### src/rtl/zmod_tx_pkg.sv
// Shared types and sample-format helpers for the Zmod DAC transmit path.
package zmod_tx_pkg;

  localparam int SAMPLE_W_DEF = 14;

  typedef enum logic [1:0] {
    IDLE  = 2'd0,
    TRAIN = 2'd1,
    RUN   = 2'd2
  } link_state_t;

  // Two's complement -> DAC code; only the top bit of a w-bit sample changes.
  function automatic logic [31:0] to_dac(input logic [31:0] sample, input int w,
                                         input bit offset_binary);
    logic [31:0] mask;
    mask = 32'd0;
    if (offset_binary) mask[w-1] = 1'b1;
    return sample ^ mask;
  endfunction

  // Midscale code of one sample slot; the idle word repeats it in every slot.
  function automatic logic [31:0] idle_word(input int w, input bit offset_binary);
    return to_dac(32'd0, w, offset_binary);
  endfunction

endpackage

### src/rtl/zmod_sync2.sv
// Two-flop synchronizer for a single level signal, resets to 0.
module zmod_sync2 (
  input  logic clk,
  input  logic rst_n,
  input  logic d,
  output logic q
);

  logic meta_q;
  logic sync_q;

  always_ff @(posedge clk or negedge rst_n) begin
    if (!rst_n) begin
      meta_q <= 1'b0;
      sync_q <= 1'b0;
    end else begin
      meta_q <= d;
      sync_q <= meta_q;
    end
  end

  assign q = sync_q;

endmodule

### src/rtl/zmod_tx_gearbox.sv
// Zmod DAC transmit gearbox: beat FIFO, lock-gated IDLE/TRAIN/RUN sequencer
// and registered 4-sample word toward the OSERDES lanes.
module zmod_tx_gearbox
  import zmod_tx_pkg::*;
#(
  parameter int                   SAMPLE_W      = SAMPLE_W_DEF,
  parameter int                   FIFO_DEPTH    = 8,
  parameter int                   TRAIN_CYCLES  = 256,
  parameter logic [SAMPLE_W-1:0]  TRAIN_A       = SAMPLE_W'(14'h2AAA),
  parameter logic [SAMPLE_W-1:0]  TRAIN_B       = SAMPLE_W'(14'h1555),
  parameter bit                   OFFSET_BINARY = 1'b1
) (
  input  logic                  clk,
  input  logic                  rst_n,
  input  logic                  pll_locked,
  input  logic [4*SAMPLE_W-1:0] s_tdata,
  input  logic                  s_tvalid,
  output logic                  s_tready,
  output logic [4*SAMPLE_W-1:0] out_data,
  output logic                  out_valid,
  output logic [1:0]            link_state,
  output logic [15:0]           underflow_cnt,
  input  logic                  clr_cnt
);

  localparam int AW = $clog2(FIFO_DEPTH);
  localparam int WW = 4 * SAMPLE_W;
  localparam int CW = (TRAIN_CYCLES > 1) ? $clog2(TRAIN_CYCLES) : 1;
  localparam logic [SAMPLE_W-1:0] IDLE_S = SAMPLE_W'(idle_word(SAMPLE_W, OFFSET_BINARY));
  localparam logic [WW-1:0] IDLE_WORD  = {4{IDLE_S}};
  localparam logic [WW-1:0] TRAIN_WORD = {TRAIN_B, TRAIN_A, TRAIN_B, TRAIN_A};

  function automatic logic [WW-1:0] dac_word(input logic [WW-1:0] raw);
    logic [WW-1:0] w;
    for (int i = 0; i < 4; i++)
      w[i*SAMPLE_W +: SAMPLE_W] =
        SAMPLE_W'(to_dac(32'(raw[i*SAMPLE_W +: SAMPLE_W]), SAMPLE_W, OFFSET_BINARY));
    return w;
  endfunction

  logic              locked_s;
  link_state_t       state_q, state_d;
  logic [CW-1:0]     cnt_q, cnt_d;
  logic [AW:0]       wr_ptr_q, wr_ptr_d, rd_ptr_q, rd_ptr_d;
  logic [WW-1:0]     mem_q [FIFO_DEPTH];
  logic              tready_q, tready_d;
  logic [WW-1:0]     out_data_q, out_data_d;
  logic              out_valid_q, out_valid_d;
  logic [15:0]       ucnt_q, ucnt_d;
  logic              empty, wr_en;

  zmod_sync2 u_lock_sync (
    .clk   (clk),
    .rst_n (rst_n),
    .d     (pll_locked),
    .q     (locked_s)
  );

  assign empty = (wr_ptr_q == rd_ptr_q);
  assign wr_en = s_tvalid && tready_q;

  always_comb begin
    state_d     = state_q;
    cnt_d       = cnt_q;
    wr_ptr_d    = wr_ptr_q;
    rd_ptr_d    = rd_ptr_q;
    out_data_d  = IDLE_WORD;
    out_valid_d = 1'b0;
    ucnt_d      = ucnt_q;
    tready_d    = 1'b0;

    if (wr_en) wr_ptr_d = wr_ptr_q + 1'b1;

    // Losing lock flushes the FIFO outright, overriding any write this cycle.
    if (!locked_s) begin
      state_d  = IDLE;
      wr_ptr_d = '0;
      rd_ptr_d = '0;
    end else begin
      case (state_q)
        IDLE:    begin
          state_d = TRAIN;
          cnt_d   = CW'(TRAIN_CYCLES - 1);
        end
        TRAIN:   begin
          if (cnt_q == '0) state_d = RUN;
          else             cnt_d   = cnt_q - 1'b1;
        end
        default: state_d = RUN;
      endcase
    end

    // Outputs follow the state being entered so all three stay aligned.
    case (state_d)
      TRAIN:   out_data_d = TRAIN_WORD;
      RUN:     begin
        if (!empty) begin
          out_data_d  = dac_word(mem_q[rd_ptr_q[AW-1:0]]);
          out_valid_d = 1'b1;
          rd_ptr_d    = rd_ptr_q + 1'b1;
        end else if (ucnt_q != 16'hFFFF) begin
          ucnt_d = ucnt_q + 16'd1;
        end
      end
      default: out_data_d = IDLE_WORD;
    endcase

    if (clr_cnt) ucnt_d = 16'd0;

    tready_d = (state_d != IDLE) &&
               !((wr_ptr_d[AW] != rd_ptr_d[AW]) && (wr_ptr_d[AW-1:0] == rd_ptr_d[AW-1:0]));
  end

  always_ff @(posedge clk or negedge rst_n) begin
    if (!rst_n) begin
      state_q     <= IDLE;
      cnt_q       <= '0;
      wr_ptr_q    <= '0;
      rd_ptr_q    <= '0;
      tready_q    <= 1'b0;
      out_data_q  <= IDLE_WORD;
      out_valid_q <= 1'b0;
      ucnt_q      <= 16'd0;
    end else begin
      state_q     <= state_d;
      cnt_q       <= cnt_d;
      wr_ptr_q    <= wr_ptr_d;
      rd_ptr_q    <= rd_ptr_d;
      tready_q    <= tready_d;
      out_data_q  <= out_data_d;
      out_valid_q <= out_valid_d;
      ucnt_q      <= ucnt_d;
    end
  end

  always_ff @(posedge clk) begin
    if (wr_en) mem_q[wr_ptr_q[AW-1:0]] <= s_tdata;
  end

  assign s_tready      = tready_q;
  assign out_data      = out_data_q;
  assign out_valid     = out_valid_q;
  assign link_state    = state_q;
  assign underflow_cnt = ucnt_q;

endmodule

### config.mk
export PLATFORM = sky130hd
export DESIGN_NAME = zmod_tx_gearbox
export DESIGN_NICKNAME = d
export VERILOG_FILES = /design/src/rtl/zmod_tx_pkg.sv /design/src/rtl/zmod_sync2.sv /design/src/rtl/zmod_tx_gearbox.sv
export SDC_FILE = /design/constraint.sdc
export NUM_CORES = 1
export LEC_CHECK = 0
export BUFFER_PORTS_ARGS = -buffer_cell sky130_fd_sc_hd__buf_2
export CAP_MARGIN = 0
export CORE_MARGIN = 2
export CORE_UTILIZATION = 45
export CTS_BUF_LIST = sky130_fd_sc_hd__clkbuf_8
export DETAILED_ROUTE_END_ITERATION = 10
export HOLD_SLACK_MARGIN = 0.05
export PLACE_DENSITY_LB_ADDON = 0.1
export REMOVE_ABC_BUFFERS = 1
export SYNTH_ARGS = -nofsm -noshare
export SYNTH_HDL_FRONTEND = slang
export SYNTH_SLANG_ARGS = --single-unit
### constraint.sdc
create_clock -name clk -period 5.9 [get_ports clk]
set_input_delay 0.295 -clock clk [delete_from_list [all_inputs] [get_ports clk]]
set_output_delay 0.295 -clock clk [all_outputs]
set_load 0.01 [all_outputs]
==> results of run 1 <==
==> power by group <==
group	leakage (uW)	internal, uW	switching [uW]
registers	0.00527	4200	21.4
clock network	0.000988	1570	1440
logic	0.00218	92.0	134
==> registers in the layout, indices dropped and copies added (netlist names) <==
| signal | flops |
|---|---|
| cnt_q | 8 |
| link_state | 2 |
| mem_q | 448 |
| out_data | 56 |
| out_valid | 1 |
| rd_ptr_q | 4 |
| s_tready | 1 |
| u_lock_sync.meta_q | 1 |
| u_lock_sync.q | 1 |
| underflow_cnt | 16 |
| wr_ptr_q | 4 |
==> layout make-up <==
type | instances | area, um^2 | share of cell area
Clock buffer | 101 | 1390 | 0.0573
Sequential cell | 542 | 15800 | 0.652
Clock inverter | 65 | 282 | 0.0116
Tap cell | 600 | 751 | 0.0309
Timing Repair Buffer | 217 | 1440 | 0.0594
Multi-Input combinational cell | 406 | 4560 | 0.188
Inverter | 9 | 33.8 | 0.00139
==> metrics by stage <==
step | util | instances | setup TNS, ns
final | 0.536 | 1940 | 0
after global routing | 0.536 | 1940 | 0
after CTS | 0.536 | 1940 | 0
after detailed placement | 0.486 | 1714 | 0
after global placement | 0.486 | 1714 | 0
after floorplan | - | 957 | -54.59
==> logic make-up after synthesis <==
| family | after synthesis |
|---|---|
| buffers and inverters | 61 |
| flip-flops | 542 |
| XOR/XNOR | 20 |
| multiplexers | 170 |
| AO/OA/AOI/OAI | 66 |
| AND/OR/NAND/NOR | 143 |
| adder cells (fa/ha/maj) | 7 |
==> routing by layer <==
metal / wire [um] / vias up
li1: - / 4555
met1: 19600 / 5365
met2: 21300 / 241
met3: 1890 / 77
met4: 877 / 2
met5: 11 / -
==> worst max-delay path, cell delays in order (launching register included) <==
cell,delay [ns]
dfrtp_4,1.04
xor2_1,0.31
o41ai_4,0.89
inv_1,0.27
nand2_1,0.14
buf_4,0.38
nor2_1,0.11
==> worst max path at each step <==
stage / startpoint / end / slack (ns) / cells after the start
final: rd_ptr_q[1] / out_data[36] / 2.60 / 6
after global routing: rd_ptr_q[1] / out_data[0] / 2.33 / 6
after CTS: rd_ptr_q[1] / out_data[2] / 2.49 / 6
after detailed placement: rd_ptr_q[1] / out_data[2] / 2.52 / 6
after global placement: rd_ptr_q[1] / out_data[47] / 2.62 / 6
after floorplan: rd_ptr_q[0] / out_data[0] / -1.11 / 5
==> placed cells by master (no fill, tap or decap), types with 4 or more instances in the layout <==
cell type and count:
mux4_2 112, nand2_1 14, edfxtp_1 448, clkbuf_8 101
buf_4 22, mux2i_1 56, nand2b_1 5, buf_2 135
dfrtp_1 87, o21a_1 26, xor2_1 7, dlygate4sd3_1 60
a41oi_1 4, a21oi_1 16, inv_1 45, nor2_4 6
ha_1 7, a31oi_1 4, o21ai_0 7, or3_1 8
nor2_1 69, dfstp_2 4, nand3_1 12, nor3_1 7
clkinv_1 16, clkinv_2 7, xnor2_1 12
==> results.json, run 1 <==
{
  "outcome": "finished, final reports clean",
  "drc": 0,
  "port_buffers": 136,
  "hp-class": "in2async",
  "path_class": "reg2reg",
  "finalWorstSetupSlack_ns": 2.60,
  "cts_tree": "yes",
  "antenna_cells": 0,
  "num_rows": 78,
  "pre_cts_ws_ns": 2.52,
  "fin_nets": 1334,
  "r2r_setup_slack_ns": 2.60,
  "clk_latency_ns": 0.66,
  "finalMaxSlewViolations": 0,
  "gp_congestion": 0.723,
  "p_leak_uw": 0.00844,
  "hold_viol": 0,
  "critical_path_arrival_ns": 3.82,
  "setup_violations": 0,
  "num_io_pins": 137,
  "required_ns": 6.42,
  "rr_endpoint": "out_data[36]",
  "num_vias": 10200,
  "min_period_ns": 3.30,
  "synth-edff-count": 448,
  "power.density_nw_per_um2": 307,
  "hpwlAfterDp_um": 22600,
  "ys_warn_count": 0,
  "antenna_found_initial": 1,
  "clock_skew_ns": 0.0332,
  "total_power_uw": 7460,
  "grt_use_met1": 0.260,
  "synthCells": 1009,
  "root_buffer": "clkbuf_8",
  "die_x_um": 218,
  "grt_pass1_wl_um": 66700,
  "ys_seq_area_frac": 0.768,
  "synth-seq-cells": 542,
  "clockBufferDepth": 3,
  "avgViaCountPerCell": 5.28,
  "dieArea_um2": 47400,
  "synth_area_leader_cell": "edfxtp_1",
  "tightest_slew_ns": 1.07,
  "use_met2": 0.310,
  "period_share": 0.559,
  "syn2layout_area_growth_pct": 18.0,
  "postCtsHoldBufs": 60,
  "cts.clk_slew.worst_paths_ns": 0.05,
  "firstDrtPassIters": 5,
  "grt_max_degree": 61,
  "fill_cells": 3673,
  "dieHeight_um": 218,
  "end_kind": "flop",
  "post_cts_buffers": 0,
  "cts_num_sinks": 542,
  "worstSetupStartpointType": "flop",
  "yosysUniqueCellTypes": 46,
  "grt_busiest_layer": "met2",
  "ctsResizeCount": 0,
  "reg2regPathDepth": 6,
  "cap_violations": 0,
  "dpl_cell_area_um2": 22000,
  "synthSimpleGateAreaFrac": 0.0324,
  "fmax_ghz": 0.303,
  "overflow": 0,
  "synthMuxAreaShare": 0.151,
  "grt_use_total": 0.191,
  "yosysMostFrequentCell": "edfxtp_1",
  "start_util": 0.454,
  "worstReg2RegStart": "rd_ptr_q[1]",
  "synth_xor_xnor_area_share": 0.00888,
  "final_area_um2": 24300,
  "synth_compound_area_frac": 0.0224,
  "synthAdderAreaFrac": 0.00426,
  "synthArstFlopShare": 0.173,
  "drive_gt1_frac": 0.301,
  "wire_per_inst_um": 22.5,
  "wirelength_um": 43600,
  "ys_top_cells_by_area": "edfxtp_1 (65%), mux4_2 (12%), dfrtp_1 (11%)",
  "synth_area_um2": 20600,
  "met3_usage": 0.0418,
  "synth_top_family_by_area": "multiplexers",
  "yosys.area.top_type_share": 0.654,
  "grt_pass1_vias": 10900,
  "rsz0062_at_grt": "false",
  "cp_max_fo": 50,
  "avgSynthCellArea_um2": 20.4,
  "holdWs_ns": 0.198,
  "ys_top_cells_by_count": "edfxtp_1 (448), mux4_2 (112), dfrtp_1 (90), nor2_1 (75), mux2i_1 (56)",
  "ant_nets": 0,
  "peakVddDrop_uv": 175,
  "relSlewSlack": 0.284,
  "numCtsBuffers": 90,
  "synthFlopType": "edfxtp_1",
  "core_um2": 45300,
  "cts_max_level": 3,
  "drt-initial-drc-count": 717
}
(Power assumes the default switching activity.)
==> run 2: changes to the inputs <==
Clock period 5.9 ns to 3.15 ns, I/O delays scaled along.
==> run 2 against run 1 <==
  * Register-to-register slack worse by 2.2 ns
  * Sequential share of layout area fell by 0.47 points
  * Combinational power up 92%
  * Fmax grew 21%
  * Sequential power increased by 87%
  * Core utilization is 0.39 points higher
  * Critical path depth grew 5
  * Count of clock-buffer cells in the layout decreased by 3
  * Largest power group unchanged
  * Non-clock buffer count is 15 higher
  * Final cell count grew 0.62%
  * Wire length rose by 1.6%
==> results.json, run 2 (synthesized netlist as in run 1, its figures left out) <==
{
  "die_x_um": 218,
  "antenna_found_initial": 1,
  "antenna_cells": 0,
  "dieArea_um2": 47400,
  "fin_nets": 1349,
  "drt-initial-drc-count": 682,
  "layout_commonest_cell": "edfxtp_1",
  "grt_pass1_vias": 10900,
  "hp-class": "in2async",
  "rsz0062_at_grt": "false",
  "num_rows": 78,
  "cap_violations": 0,
  "p_leak_uw": 0.00856,
  "relSlewSlack": 0.359,
  "num_io_pins": 137,
  "critical_path_arrival_ns": 3.28,
  "cts_max_level": 3,
  "path_class": "reg2reg",
  "finalMaxSlewViolations": 0,
  "reg2regPathDepth": 11,
  "gp_congestion": 0.755,
  "layout_common_cells": "edfxtp_1 (448), buf_2 (135), mux4_2 (112)",
  "worstReg2RegStart": "cnt_q[0]",
  "dieHeight_um": 218,
  "grt_max_degree": 84,
  "cp-startpoint": "cnt_q[0]",
  "use_met2": 0.302,
  "end_kind": "flop",
  "grt_use_met1": 0.277,
  "period_share": 0.864,
  "cpPeakStageDelay_ns": 0.41,
  "fmax_ghz": 0.367,
  "setup_violations": 0,
  "grt_use_total": 0.194,
  "peakVddDrop_uv": 302,
  "required_ns": 3.71,
  "ant_nets": 0,
  "min_period_ns": 2.72,
  "critPathMostFrequentCell": "inv_1",
  "drive_gt1_frac": 0.305,
  "power.density_nw_per_um2": 572,
  "outcome": "finished, final reports clean",
  "overflow": 0,
  "fill_cells": 3685,
  "largest_reg_flops": 448,
  "core_um2": 45300,
  "grt_pass1_wl_um": 67600,
  "clock_skew_ns": 0.0264,
  "num_vias": 10400,
  "worstPathCellList": "inv_1 -> ha_1 -> nor2b_1 -> a41oi_1 -> nand2b_1 -> inv_1 -> ha_2 -> o311ai_1 -> or2_0 -> or3_1 -> a21oi_1",
  "clk_latency_ns": 0.65,
  "cts_tree": "yes",
  "clockBufferDepth": 3,
  "port_buffers": 136,
  "tightest_slew_ns": 0.961,
  "syn2layout_area_growth_pct": 18.9,
  "rr_endpoint": "underflow_cnt[10]",
  "final_area_um2": 24500,
  "hpwlAfterDp_um": 23400,
  "cp_max_fo": 9,
  "cts.clk_slew.worst_paths_ns": 0.06,
  "cpMaxStageDelayCell": "dfrtp_1",
  "drc": 0,
  "wirelength_um": 44300,
  "worstSetupStartpointType": "flop",
  "root_buffer": "clkbuf_8",
  "wire_per_inst_um": 22.7,
  "hold_viol": 0,
  "r2r_setup_slack_ns": 0.43,
  "firstDrtPassIters": 5,
  "dpl_cell_area_um2": 22200,
  "grt_busiest_layer": "met2",
  "numCtsBuffers": 90,
  "avgViaCountPerCell": 5.30,
  "met3_usage": 0.0404,
  "start_util": 0.454,
  "holdWs_ns": 0.141,
  "cts_num_sinks": 542
}
## run 2: changes by cell type in the layout (fill, tap and decap cells not counted), sizes merged
cell,previous run,this run
buf,157,172
clkinv,24,13
inv,47,57
clkbuf,101,98
bufinv,0,2
clkinvlp,3,2
## run 2: cell type report
type	instances	area (um^2)	area share
Sequential cell	542	15800	0.647
Multi-Input combinational cell	406	4560	0.187
Timing Repair Buffer	232	1630	0.0666
Clock buffer	98	1350	0.0552
Tap cell	600	751	0.0307
Clock inverter	65	308	0.0126
Inverter	9	33.8	0.00138
## run 2: worst max path at each step
stage                     slack (ns)  cells past startpoint                 to
after floorplan                -3.86                      5        out_data[0]
after global placement          0.39                     11   underflow_cnt[8]
after detailed placement        0.33                     11  underflow_cnt[10]
after CTS                       0.31                     11  underflow_cnt[10]
after global routing            0.04                     11  underflow_cnt[10]
final                           0.43                     11  underflow_cnt[10]
## run 2: power by group
| part | internal, uW | leakage (uW) | switching (uW) |
|---|---|---|---|
| Sequential | 7870 | 0.00527 | 36.4 |
| Clock | 3000 | 0.00102 | 2650 |
| Combinational | 177 | 0.00228 | 256 |
## run 2: stage by stage
stage | setup slack, ns | power [uW] | cells | setup TNS (ns) | util
2_1_floorplan | -3.86 | 8200 | 957 | -625.85 | -
3_3_place_gp | 0.391 | 8420 | 1729 | 0 | 0.490
3_5_place_dp | 0.331 | 8430 | 1729 | 0 | 0.490
4_1_cts | 0.309 | 14200 | 1952 | 0 | 0.540
5_1_grt | 0.0446 | 14500 | 1952 | 0 | 0.540
6_report | 0.428 | 14000 | 1952 | 0 | 0.540
## run 2: repair_timing
item	4_1_cts	5_1_grt
hold buffers	60	0
setup endpoints to repair	0	3
setup buffers	0	0
endpoints found under the hold margin	512	0
gates resized for setup	0	1
## run 2: critical path: cells and delay by family (launching register included)
family	cells	cell delay (ns)
fa+ha+maj	2	0.47
simple gates	4	1.14
flops	1	0.41
buf+inv	2	0.17
compound gates	3	0.45
## run 2: routing by layer
metal | wire length (um) | share of wire
met5 | 11 | 0.00025
met4 | 745 | 0.017
met3 | 2210 | 0.050
met2 | 21200 | 0.48
met1 | 20200 | 0.45
==> run 3: changes to the inputs <==
Settings changed: RECOVER_POWER from default to 50.
==> run 3 against run 2 <==
  * The run now ends with capacitance limit, slew limit left
  * Largest cell class unchanged
  * Wire length about the same
  * Sequential share of layout area increased by 0.34 points
  * Highest routed layer unchanged
  * Sequential power barely moved
  * Combinational power decreased by 3%
  * Fmax barely moved
==> results.json, run 3 (synthesized netlist as in run 1, its figures left out) <==
{
  "outcome": "complete, but fails checks",
  "violations": "capacitance limit, slew limit",
  "total_power_uw": 14000,
  "clk_latency_ns": 0.65,
  "finalWorstSetupSlack_ns": 0.426,
  "power.density_nw_per_um2": 575,
  "cap_violations": 1,
  "drive_gt1_frac": 0.236,
  "num_io_pins": 137,
  "cp-startpoint": "cnt_q[0]",
  "period_share": 0.865,
  "drt-initial-drc-count": 693,
  "hp-class": "in2reg",
  "finalMaxSlewViolations": 48,
  "peakVddDrop_uv": 301,
  "die_x_um": 218,
  "pre_cts_ws_ns": 0.331,
  "ant_nets": 0,
  "relSlewSlack": -0.0102,
  "layout_commonest_cell": "edfxtp_1",
  "dieHeight_um": 218,
  "cp_max_fo": 9,
  "end_kind": "flop",
  "path_class": "reg2reg",
  "post_cts_buffers": 0,
  "start_util": 0.454,
  "required_ns": 3.71,
  "multi_input_area_um2": 4560,
  "hpwlAfterDp_um": 23400,
  "grt_use_total": 0.194,
  "wirelength_um": 44400,
  "rsz0062_at_grt": "false",
  "overflow": 0,
  "fmax_ghz": 0.367,
  "cts_tree": "yes",
  "clock_skew_ns": 0.0250,
  "worstSetupStartpointType": "flop",
  "fin_nets": 1349,
  "core_um2": 45300,
  "cts_max_level": 3,
  "min_period_ns": 2.72,
  "grt_pass1_vias": 10900,
  "firstDrtPassIters": 5,
  "dieArea_um2": 47400,
  "hold_start": "pll_locked",
  "antenna_found_initial": 1,
  "layout_common_cells": "edfxtp_1 (448), mux4_2 (112), clkbuf_8 (98)",
  "hold_viol": 0,
  "worstReg2RegStart": "cnt_q[0]",
  "cts_num_sinks": 542,
  "grt_pass1_wl_um": 67600,
  "syn2layout_area_growth_pct": 18.2,
  "critical_path_arrival_ns": 3.28,
  "wire_per_inst_um": 22.7,
  "holdWs_ns": 0.157,
  "avgViaCountPerCell": 5.29,
  "clockBufferDepth": 3,
  "num_vias": 10300,
  "p_leak_uw": 0.00827,
  "largest_reg_flops": 448,
  "drc": 0,
  "root_buffer": "clkbuf_8",
  "gp_congestion": 0.755,
  "numCtsBuffers": 90,
  "setup_violations": 0,
  "tightest_slew_ns": 1.52,
  "num_rows": 78,
  "grt_max_degree": 84,
  "port_buffers": 136,
  "regArea_um2": 15800,
  "fill_cells": 3722,
  "antenna_cells": 0,
  "cts.clk_slew.worst_paths_ns": 0.06
}
run 3: changes by cell type in the layout (fill, tap and decap cells not counted):
cell and change:
clkbuf_1 +93, and2_1 -1, buf_2 -90, and2_0 +1, buf_4 -4, clkbuf_2 +1
run 3: what timing repair did:
item                                    4_1_cts  5_1_grt
endpoints found under the setup margin        0        3
hold buffers                                 60        0
gates resized for setup                       0        1
endpoints found under the hold margin       512        0
run 3: worst paths after layout:
kind                                 endpoint  slack [ns]  cells past startpoint
setup / recovery            underflow_cnt[10]        0.43                     11
hold / removal             u_lock_sync.meta_q        0.16                      2
setup reg to reg            underflow_cnt[10]        0.43                     11
min in group asynchronous        out_data[50]        0.43                      2
hold reg to reg                 u_lock_sync.q        0.37                      0
max in group asynchronous        out_data[48]        0.80                      3
run 3: where the power goes:
part           internal (uW)  total (uW)  switching (uW)
registers               7870        7910            37.2
logic                    160         418             258
clock network           3000        5650            2650
total                  11000       14000            2950
run 3: routing by layer:
layer	GRT usage	part of all wire	vias to the layer above
li1	-	-	4595
met1	0.277	0.46	5423
met2	0.302	0.48	250
met3	0.0404	0.048	63
met4	0.0603	0.017	2
met5	0	0.00025	-
run 3: layout make-up:
type | instances | area share
Sequential cell | 542 | 0.650
Clock buffer | 98 | 0.0554
Timing Repair Buffer | 232 | 0.0618
Inverter | 9 | 0.00139
Clock inverter | 65 | 0.0127
Multi-Input combinational cell | 406 | 0.188
Tap cell | 600 | 0.0309
run 3: through the flow:
stage	instances	TNS [ns]	utilization	cell area, um^2
floorplan	957	-625.85	-	20300
global placement	1729	0	0.490	22200
detailed placement	1729	0	0.490	22200
CTS	1952	0	0.540	24500
global route	1952	0	0.537	24300
finish	1952	0	0.537	24300
run 3: critical path: stages, from the launching register on:
cell and delay, ns:
dfrtp_1 0.41, inv_1 0.07, ha_1 0.19, nor2b_1 0.22
a41oi_1 0.17, nand2b_1 0.23, inv_1 0.10, ha_2 0.28
o311ai_1 0.14, or2_0 0.34, or3_1 0.35, a21oi_1 0.14
